<file path="config.mk">
export PLATFORM = sky130hd
export DESIGN_NAME = time_set_ctrl
export DESIGN_NICKNAME = d
export VERILOG_FILES = /design/src/rtl/time_set_ctrl.sv
export SDC_FILE = /design/constraint.sdc
export NUM_CORES = 1
export LEC_CHECK = 0
export ABC_CLOCK_PERIOD_IN_PS = 4250
export CAP_MARGIN = 20
export CORE_MARGIN = 10
export CORE_UTILIZATION = 51
export DETAILED_ROUTE_END_ITERATION = 8
export HOLD_SLACK_MARGIN = 0.03
export PLACE_DENSITY = 0.78
export SLEW_MARGIN = 15
export SYNTH_ARGS = -nofsm -noshare
export SYNTH_HDL_FRONTEND = slang
export SYNTH_SLANG_ARGS = --single-unit
</file>
<file path="constraint.sdc">
create_clock -name clock -period 4.25 [get_ports clock]
set_input_delay 0.6375 -clock clock [delete_from_list [all_inputs] [get_ports clock]]
set_output_delay 0.6375 -clock clock [all_outputs]
set_load 0.005 [all_outputs]
</file>
<file path="src/rtl/time_set_ctrl.sv">
// Front-panel time-setting controller: debounces mode/increment buttons, edits a
// BCD hour/minute snapshot and issues a one-cycle load strobe to the time counter.
module time_set_ctrl #(
  parameter int unsigned DEBOUNCE_CYCLES = 1_000_000,
  parameter int unsigned BLINK_CYCLES    = 25_000_000
) (
  input  logic       clock,
  input  logic       reset,
  input  logic       btn_mode,
  input  logic       btn_inc,
  input  logic [3:0] cur_h1,
  input  logic [3:0] cur_h2,
  input  logic [3:0] cur_m1,
  input  logic [3:0] cur_m2,
  output logic [3:0] set_h1,
  output logic [3:0] set_h2,
  output logic [3:0] set_m1,
  output logic [3:0] set_m2,
  output logic       load,
  output logic       set_active,
  output logic [1:0] sel_field,
  output logic       blink
);

  typedef enum logic [1:0] {RUN = 2'd0, SET_HR = 2'd1, SET_MIN = 2'd2} state_t;

  localparam int unsigned DCW = (DEBOUNCE_CYCLES > 1) ? $clog2(DEBOUNCE_CYCLES) : 1;
  localparam int unsigned BCW = (BLINK_CYCLES > 1) ? $clog2(BLINK_CYCLES) : 1;
  localparam logic [DCW-1:0] DB_LAST = DCW'(DEBOUNCE_CYCLES - 1);
  localparam logic [BCW-1:0] BL_LAST = BCW'(BLINK_CYCLES - 1);

  // Button conditioning; bit 0 = mode, bit 1 = inc.
  logic [1:0]     raw, sync1_q, sync2_q, deb_q, deb_d, deb_dly_q, press;
  logic [DCW-1:0] db_cnt_q [2];
  logic [DCW-1:0] db_cnt_d [2];
  logic           mode_p, inc_p;

  assign raw = {btn_inc, btn_mode};

  // NOTE: every variable gets a default before the branches, so no latch is inferred.
  always_comb begin
    for (int b = 0; b < 2; b++) begin
      deb_d[b]    = deb_q[b];
      db_cnt_d[b] = '0;
      if (sync2_q[b] != deb_q[b]) begin
        if (db_cnt_q[b] == DB_LAST) deb_d[b] = ~deb_q[b];
        else                        db_cnt_d[b] = db_cnt_q[b] + 1'b1;
      end
    end
  end

  assign press  = deb_q & ~deb_dly_q;
  assign mode_p = press[0];
  assign inc_p  = press[1];

  // NOTE: sequential state uses non-blocking assignments only.
  always_ff @(posedge clock) begin
    if (!reset) begin
      sync1_q   <= '0;
      sync2_q   <= '0;
      deb_q     <= '0;
      deb_dly_q <= '0;
      for (int b = 0; b < 2; b++) db_cnt_q[b] <= '0;
    end else begin
      sync1_q   <= raw;
      sync2_q   <= sync1_q;
      deb_q     <= deb_d;
      deb_dly_q <= deb_q;
      for (int b = 0; b < 2; b++) db_cnt_q[b] <= db_cnt_d[b];
    end
  end

  // BCD increments; out-of-range captures wrap straight to 00.
  function automatic logic [7:0] hr_inc(input logic [3:0] t, input logic [3:0] u);
    if (t > 4'd2 || (t == 4'd2 && u >= 4'd3)) return 8'h00;
    if (u >= 4'd9)                             return {t + 4'd1, 4'd0};
    return {t, u + 4'd1};
  endfunction

  function automatic logic [7:0] min_inc(input logic [3:0] t, input logic [3:0] u);
    if (t > 4'd5 || (t == 4'd5 && u >= 4'd9)) return 8'h00;
    if (u >= 4'd9)                             return {t + 4'd1, 4'd0};
    return {t, u + 4'd1};
  endfunction

  state_t state_q, state_d;

  always_ff @(posedge clock) begin
    if (!reset) state_q <= RUN;
    else        state_q <= state_d;
  end

  // Mode always wins over a same-cycle increment.
  always_comb begin
    state_d = state_q;
    unique case (state_q)
      RUN:     if (mode_p) state_d = SET_HR;
      SET_HR:  if (mode_p) state_d = SET_MIN;
      SET_MIN: if (mode_p) state_d = RUN;
      default: state_d = RUN;
    endcase
  end

  always_comb begin
    set_active = (state_q != RUN);
    unique case (state_q)
      SET_HR:  sel_field = 2'b01;
      SET_MIN: sel_field = 2'b10;
      default: sel_field = 2'b00;
    endcase
  end

  logic [7:0]     hr_q, hr_d, min_q, min_d;
  logic           load_q, load_d, blink_q, blink_d;
  logic [BCW-1:0] bl_cnt_q, bl_cnt_d;

  always_comb begin
    hr_d   = hr_q;
    min_d  = min_q;
    load_d = 1'b0;
    unique case (state_q)
      RUN: if (mode_p) begin
        hr_d  = {cur_h1, cur_h2};
        min_d = {cur_m1, cur_m2};
      end
      SET_HR:  if (!mode_p && inc_p) hr_d = hr_inc(hr_q[7:4], hr_q[3:0]);
      SET_MIN: begin
        if (mode_p)     load_d = 1'b1;
        else if (inc_p) min_d  = min_inc(min_q[7:4], min_q[3:0]);
      end
      default: ;
    endcase
  end

  // Blink restarts high on entry from RUN and free-runs through both set states.
  always_comb begin
    bl_cnt_d = '0;
    blink_d  = 1'b0;
    if (state_d == RUN) begin
      bl_cnt_d = '0;
      blink_d  = 1'b0;
    end else if (state_q == RUN) begin
      bl_cnt_d = '0;
      blink_d  = 1'b1;
    end else if (bl_cnt_q == BL_LAST) begin
      bl_cnt_d = '0;
      blink_d  = ~blink_q;
    end else begin
      bl_cnt_d = bl_cnt_q + 1'b1;
      blink_d  = blink_q;
    end
  end

  always_ff @(posedge clock) begin
    if (!reset) begin
      hr_q     <= '0;
      min_q    <= '0;
      load_q   <= 1'b0;
      blink_q  <= 1'b0;
      bl_cnt_q <= '0;
    end else begin
      hr_q     <= hr_d;
      min_q    <= min_d;
      load_q   <= load_d;
      blink_q  <= blink_d;
      bl_cnt_q <= bl_cnt_d;
    end
  end

  assign set_h1 = hr_q[7:4];
  assign set_h2 = hr_q[3:0];
  assign set_m1 = min_q[7:4];
  assign set_m2 = min_q[3:0];
  assign load   = load_q;
  assign blink  = blink_q;

endmodule

</file>
# Yosys cells after proc, flatten, opt, wreduce, memory -nomap -nowiden
# Memory sizes are Yosys's and may differ from the RTL's.
# Cells that the tools add are included.
# classes
eq_ne	15
n_reduce_logical	21
n_mux	47
n_lt_le_gt_ge	5
add_sub_neg	7
bitwise	8
# op_table
cell	count
20-bit two-way mux	6
8-bit two-way mux	13
20-bit by 1-bit adder with 20-bit output (second input constant)	2
20-bit equality test (second input constant)	2
8-bit one-hot mux with 2 select lines	2
25-bit by 1-bit adder with 25-bit output (second input constant)	1
25-bit equality test (second input constant)	1
1-bit two-way mux	21
4-bit by 1-bit adder with 4-bit output (second input constant)	4
4-bit >= comparator (second input constant)	2
2-bit inequality test (second input constant)	4
4-bit AND reduction	2
2-bit nonzero test	4
2-bit two-way mux	3
3-bit inequality test (second input constant)	2
2-bit one-hot mux with 3 select lines	1
2-bit AND reduction	3
5-bit AND reduction	1
4-bit by 2-bit equality test with 1-bit output (second input constant)	1
4-bit by 3-bit equality test with 1-bit output (second input constant)	1
4-bit by 2-bit >= comparator with 1-bit output (second input constant)	1
4-bit by 2-bit > comparator with 1-bit output (second input constant)	1
4-bit by 3-bit > comparator with 1-bit output (second input constant)	1
2-bit logical NOT	2
other kinds (14)	22
# word_totals
word_cells	117
ramBits	40
memories	1
ff_bits	53
output_inout_bits	21
in_bits	20
# mem_list
name	depth	width	rd	rd_ports_with_merged_regs	wr	line_no	text
db_cnt_q	2	20	2	0	2	34	logic [DCW-1:0] db_cnt_q [2];

# Logic depth before layout (Yosys ltp)
# logic_depth
ltp_word	16
ltp_mapped	6
mapped_depth_nobuf	6

# Worst setup path before layout
# No wires, ideal clock.
# synth_path
path_kind	flip-flop to flip-flop
start	register min_q[1]
end	register min_q[2]
n_path_buf	0
required_time_ps	4157
synth_period_minus_slack_ps	2002
arrival_ps	1910
path_slack_ps	2248
setup_ps	93
stages_incl_launch_ff	7
cell_sequence	dfxtp_1 inv_1 ha_1 or3b_2 a2111o_1 o21a_1 o32ai_1
# synth_between
elab_chain_cells	11
word_cells_on_any_way	19
cone_classes	add/sub (1); order compare (1); mux (15); reduce/logical (2)
# synth_rtl
element	line_no	text
start: declaration	113	logic [7:0] hr_q, hr_d, min_q, min_d;
start signal: assignment	163	min_q <= min_d;
4-bit >= comparator	81, 82	
1-bit two-way mux or 1-bit logical AND (tied branches)	82, 81	
1-bit two-way mux or 1-bit logical OR (tied branches)	82, 81	
1-bit two-way mux, on equally long branches	129, 81	
1-bit two-way mux, on equally long branches	128, 129	
1-bit two-way mux, on equally long branches	121, 128	
8-bit two-way mux or 1-bit two-way mux (tied branches)	83, 121	
8-bit two-way mux *	82	if (u >= 4'd9) return {t + 4'd1, 4'd0};
8-bit two-way mux *	129	else if (inc_p) min_d = min_inc(min_q[7:4], min_q[3:0]);
8-bit two-way mux *	128	if (mode_p) load_d = 1'b1;
8-bit one-hot mux with 2 select lines *	121	unique case (state_q)
# Mark *: on every way between the ends. The rest lies on a longest branch, timed or not. The select of a mux whose other input is x is not followed.
# A chain may end at the register's enable or synchronous reset.

# Worst setup path in the final report
# layout_path
start	register state_q[0]
end	output sel_field[1]
# layout_between
elab_chain_cells	2
word_cells_on_any_way	3
cone_classes	eq/ne (2); mux (1)
# layout_rtl
element	line_no	text
start: declaration	86	state_t state_q, state_d;
start signal: assignment	90	else state_q <= state_d;
2-bit equality test or 2-bit by 1-bit equality test with 1-bit output (tied branches)	106	unique case (state_q)
2-bit one-hot mux with 2 select lines *	106	
end: declaration	21	output logic [1:0] sel_field,
# Mark *: on every way between the ends. The rest lies on a longest branch, timed or not.

==> results.toml <==
[cells_and_area]
utilization = 0.603
final_cell_mix = "dfxtp_1 (93), clkdlybuf4s50_1 (40), nor2_1 (37)"
n_antenna_cell = 0
drive_gt1_frac = 0.0577
final_nets = 601
syn2layout_area_growth_pct = 13.9
mostFrequentLayoutCell = "dfxtp_1"

[clocking]
cts_buffers = 9
cts_sinks = 93
path_clk_slew_ps = 100
cts_htree_levels = 3
root_buffer = "clkbuf_8"
cts_tree = "built"
cts.path.max_buffers = 2
ctsResizeCount = 0
clock_latency_ps = 370
cts_hold_buf = 0
cts_setup_buffers = 0

[setup_path]
r2r_end = "min_q[7]"
crit_required_ps = 3610
end_kind = "output port"
startpoint = "state_q[0]"
path_cells = "nand2b_1 -> inv_1 -> clkdlybuf4s50_1"
reg2reg_from = "state_q[0]"
r2r_cells = 4
crit_path_end = "sel_field[1]"
ff2ff_setup_slack_ps = 1930
cp_slowest_stage_delay_ps = 550
crit_type = "reg2out"
crit_path_start_kind = "register"
crit_fanout = 15
crit_slowest_cell = "nand2b_1"
arrival_ps = 2100

[floorplanning]
die_y_microns = 116
rows = 34
core_area_sq_um = 8810
initial_utilization = 0.529
dieArea_sq_um = 13400
io_pins = 41
dieWidth_microns = 116

[status]
status = "complete, no violations"

[global_routing]
grt_max_degree = 26
grt_overflow = 0
grt_pass1_vias = 3885
track_usage = 0.159
antenna_found_initial = 0
grt_pass1_wl_mm = 17.9

[timing]
finalClockSkew_ps = 25.0
rsz0062_at_grt = "no"
setup_viol = 0
tightest_slew_ps = 1010
min_period_ps = 2730
relSlewSlack = 0.314
slew_violations = 0
period_share = 0.643
max_clock_freq_mhz = 366
final_hold_viol_count = 0
setup_tns_ps = 0
hold_ws_ps = 450

[hold_path]
hold_path.class = "reg2reg"

[power]
max-vdd-ir-drop_mv = 0.139
power.density_nw_per_um2 = 273
p_leak_nw = 1.67

[drt]
wl_mm = 10.4
routed_via_density = 6.10
vias = 4150
wl_per_cell_microns = 15.3
drt_iter0_markers = 293
ant_nets = 0
drcViolationCount = 0
first_pass_iters = 6

[synth]
avgSynthCellArea_sq_um = 8.78
async_flop_share = 0
synth-edff-count = 0
synth_fp_nets = 565
yosysWarnings = 0
synthCells = 531
syn_area_sq_um = 4660
synthFlopType = "dfxtp_1"
ys_types = 57
seq_area_frac_synth = 0.399
synth-seq-cells = 93

[place]
io_buffers = 40
gp_congestion = 0.833
dp_hpwl_mm = 7.44

[flow_run]
cap_violations = 0
==> cells by family after synthesis <==
family / share of synthesized area
adder cells (fa/ha/maj): 0.0376
multiplexers: 0.00215
XOR/XNOR: 0.0714
flip-flops: 0.399
buffers and inverters: 0.0379
AO/OA/AOI/OAI: 0.160
AND/OR/NAND/NOR: 0.292
==> cell type report <==
class,count,area (sq um)
repair buffers,44,428
clock inverters,6,46.3
inverters,21,78.8
well taps,108,135
multi-input cells,398,2630
fillers,782,3500
flip-flops and latches,93,1860
clock buffers,10,128
==> metal layers <==
metal	track usage	share of wire	up-vias
met2	0.263	0.47	88
met5	0	0	-
li1	-	-	2054
met3	0.0393	0.051	16
met4	0.0557	0.014	0
met1	0.197	0.46	1992
==> per-stage QoR <==
| stage | cells | setup WS [ps] | instance area (sq um) | power [mW] |
|---|---|---|---|---|
| after global placement | 663 | 1590 | 5130 | 0.929 |
| after global routing | 680 | 1360 | 5310 | 1.50 |
| after CTS | 679 | 1510 | 5300 | 1.46 |
| after floorplan | 531 | 2250 | 4660 | 0.909 |
| final | 680 | 1520 | 5310 | 1.45 |
| after detailed placement | 663 | 1580 | 5130 | 0.929 |
==> worst min path at each step <==
stage / slack [ps] / to / start / depth (start not counted)
6_report: 450 / sync2_q[1] / sync1_q[1] / 1
5_1_grt: 470 / sync2_q[0] / sync1_q[0] / 1
4_1_cts: 450 / sync2_q[1] / sync1_q[1] / 1
3_5_place_dp: 420 / sync2_q[1] / sync1_q[1] / 1
3_3_place_gp: 420 / sync2_q[1] / sync1_q[1] / 1
2_1_floorplan: 410 / sync2_q[0] / sync1_q[0] / 1
==> power breakdown <==
group	total, mW	switching, mW	internal (mW)	leakage (nW)
Combinational	0.0346	0.0142	0.0204	0.832
Clock	0.541	0.324	0.217	0.0833
Sequential	0.874	0.00131	0.873	0.750
Total	1.45	0.340	1.11	1.67
==> critical path, delay by kind of cell (launching register included) <==
family | cells | cell delay [ps]
buf+inv | 2 | 720
simple gates | 1 | 550
flops | 1 | 450
==> state kept, by name (all words and copies together), names as in the netlist <==
name and cells:
sync2_q 2, blink 1, deb_q 2, deb_dly_q 2
min_q 8, hr_q 8, state_q 2, bl_cnt_q 25
sync1_q 2, load 1, db_cnt_q 40
==> cell usage after synthesis, drive strengths merged (4+ instances only) <==
cell type | count | share of area
and2 | 12 | 0.016
o21a | 4 | 0.0064
nand2 | 35 | 0.028
xor2 | 19 | 0.036
inv | 20 | 0.016
nor4b | 5 | 0.0094
a211oi | 17 | 0.027
nand3 | 26 | 0.029
dfxtp | 93 | 0.40
or4 | 16 | 0.027
a22oi | 4 | 0.0064
and4 | 8 | 0.015
nand2b | 7 | 0.0094
a32oi | 5 | 0.0094
nor2 | 37 | 0.030
or3 | 14 | 0.019
nor3 | 23 | 0.025
nand4 | 20 | 0.027
nor4 | 8 | 0.012
buf | 5 | 0.0075
xnor2 | 19 | 0.036
nor2b | 5 | 0.0067
ha | 14 | 0.038
clkbuf | 14 | 0.013
and3 | 10 | 0.013
a21oi | 24 | 0.026
o31ai | 17 | 0.027
o21ai | 15 | 0.016
nor3b | 5 | 0.0081
Power figures use the tool's default switching activity.
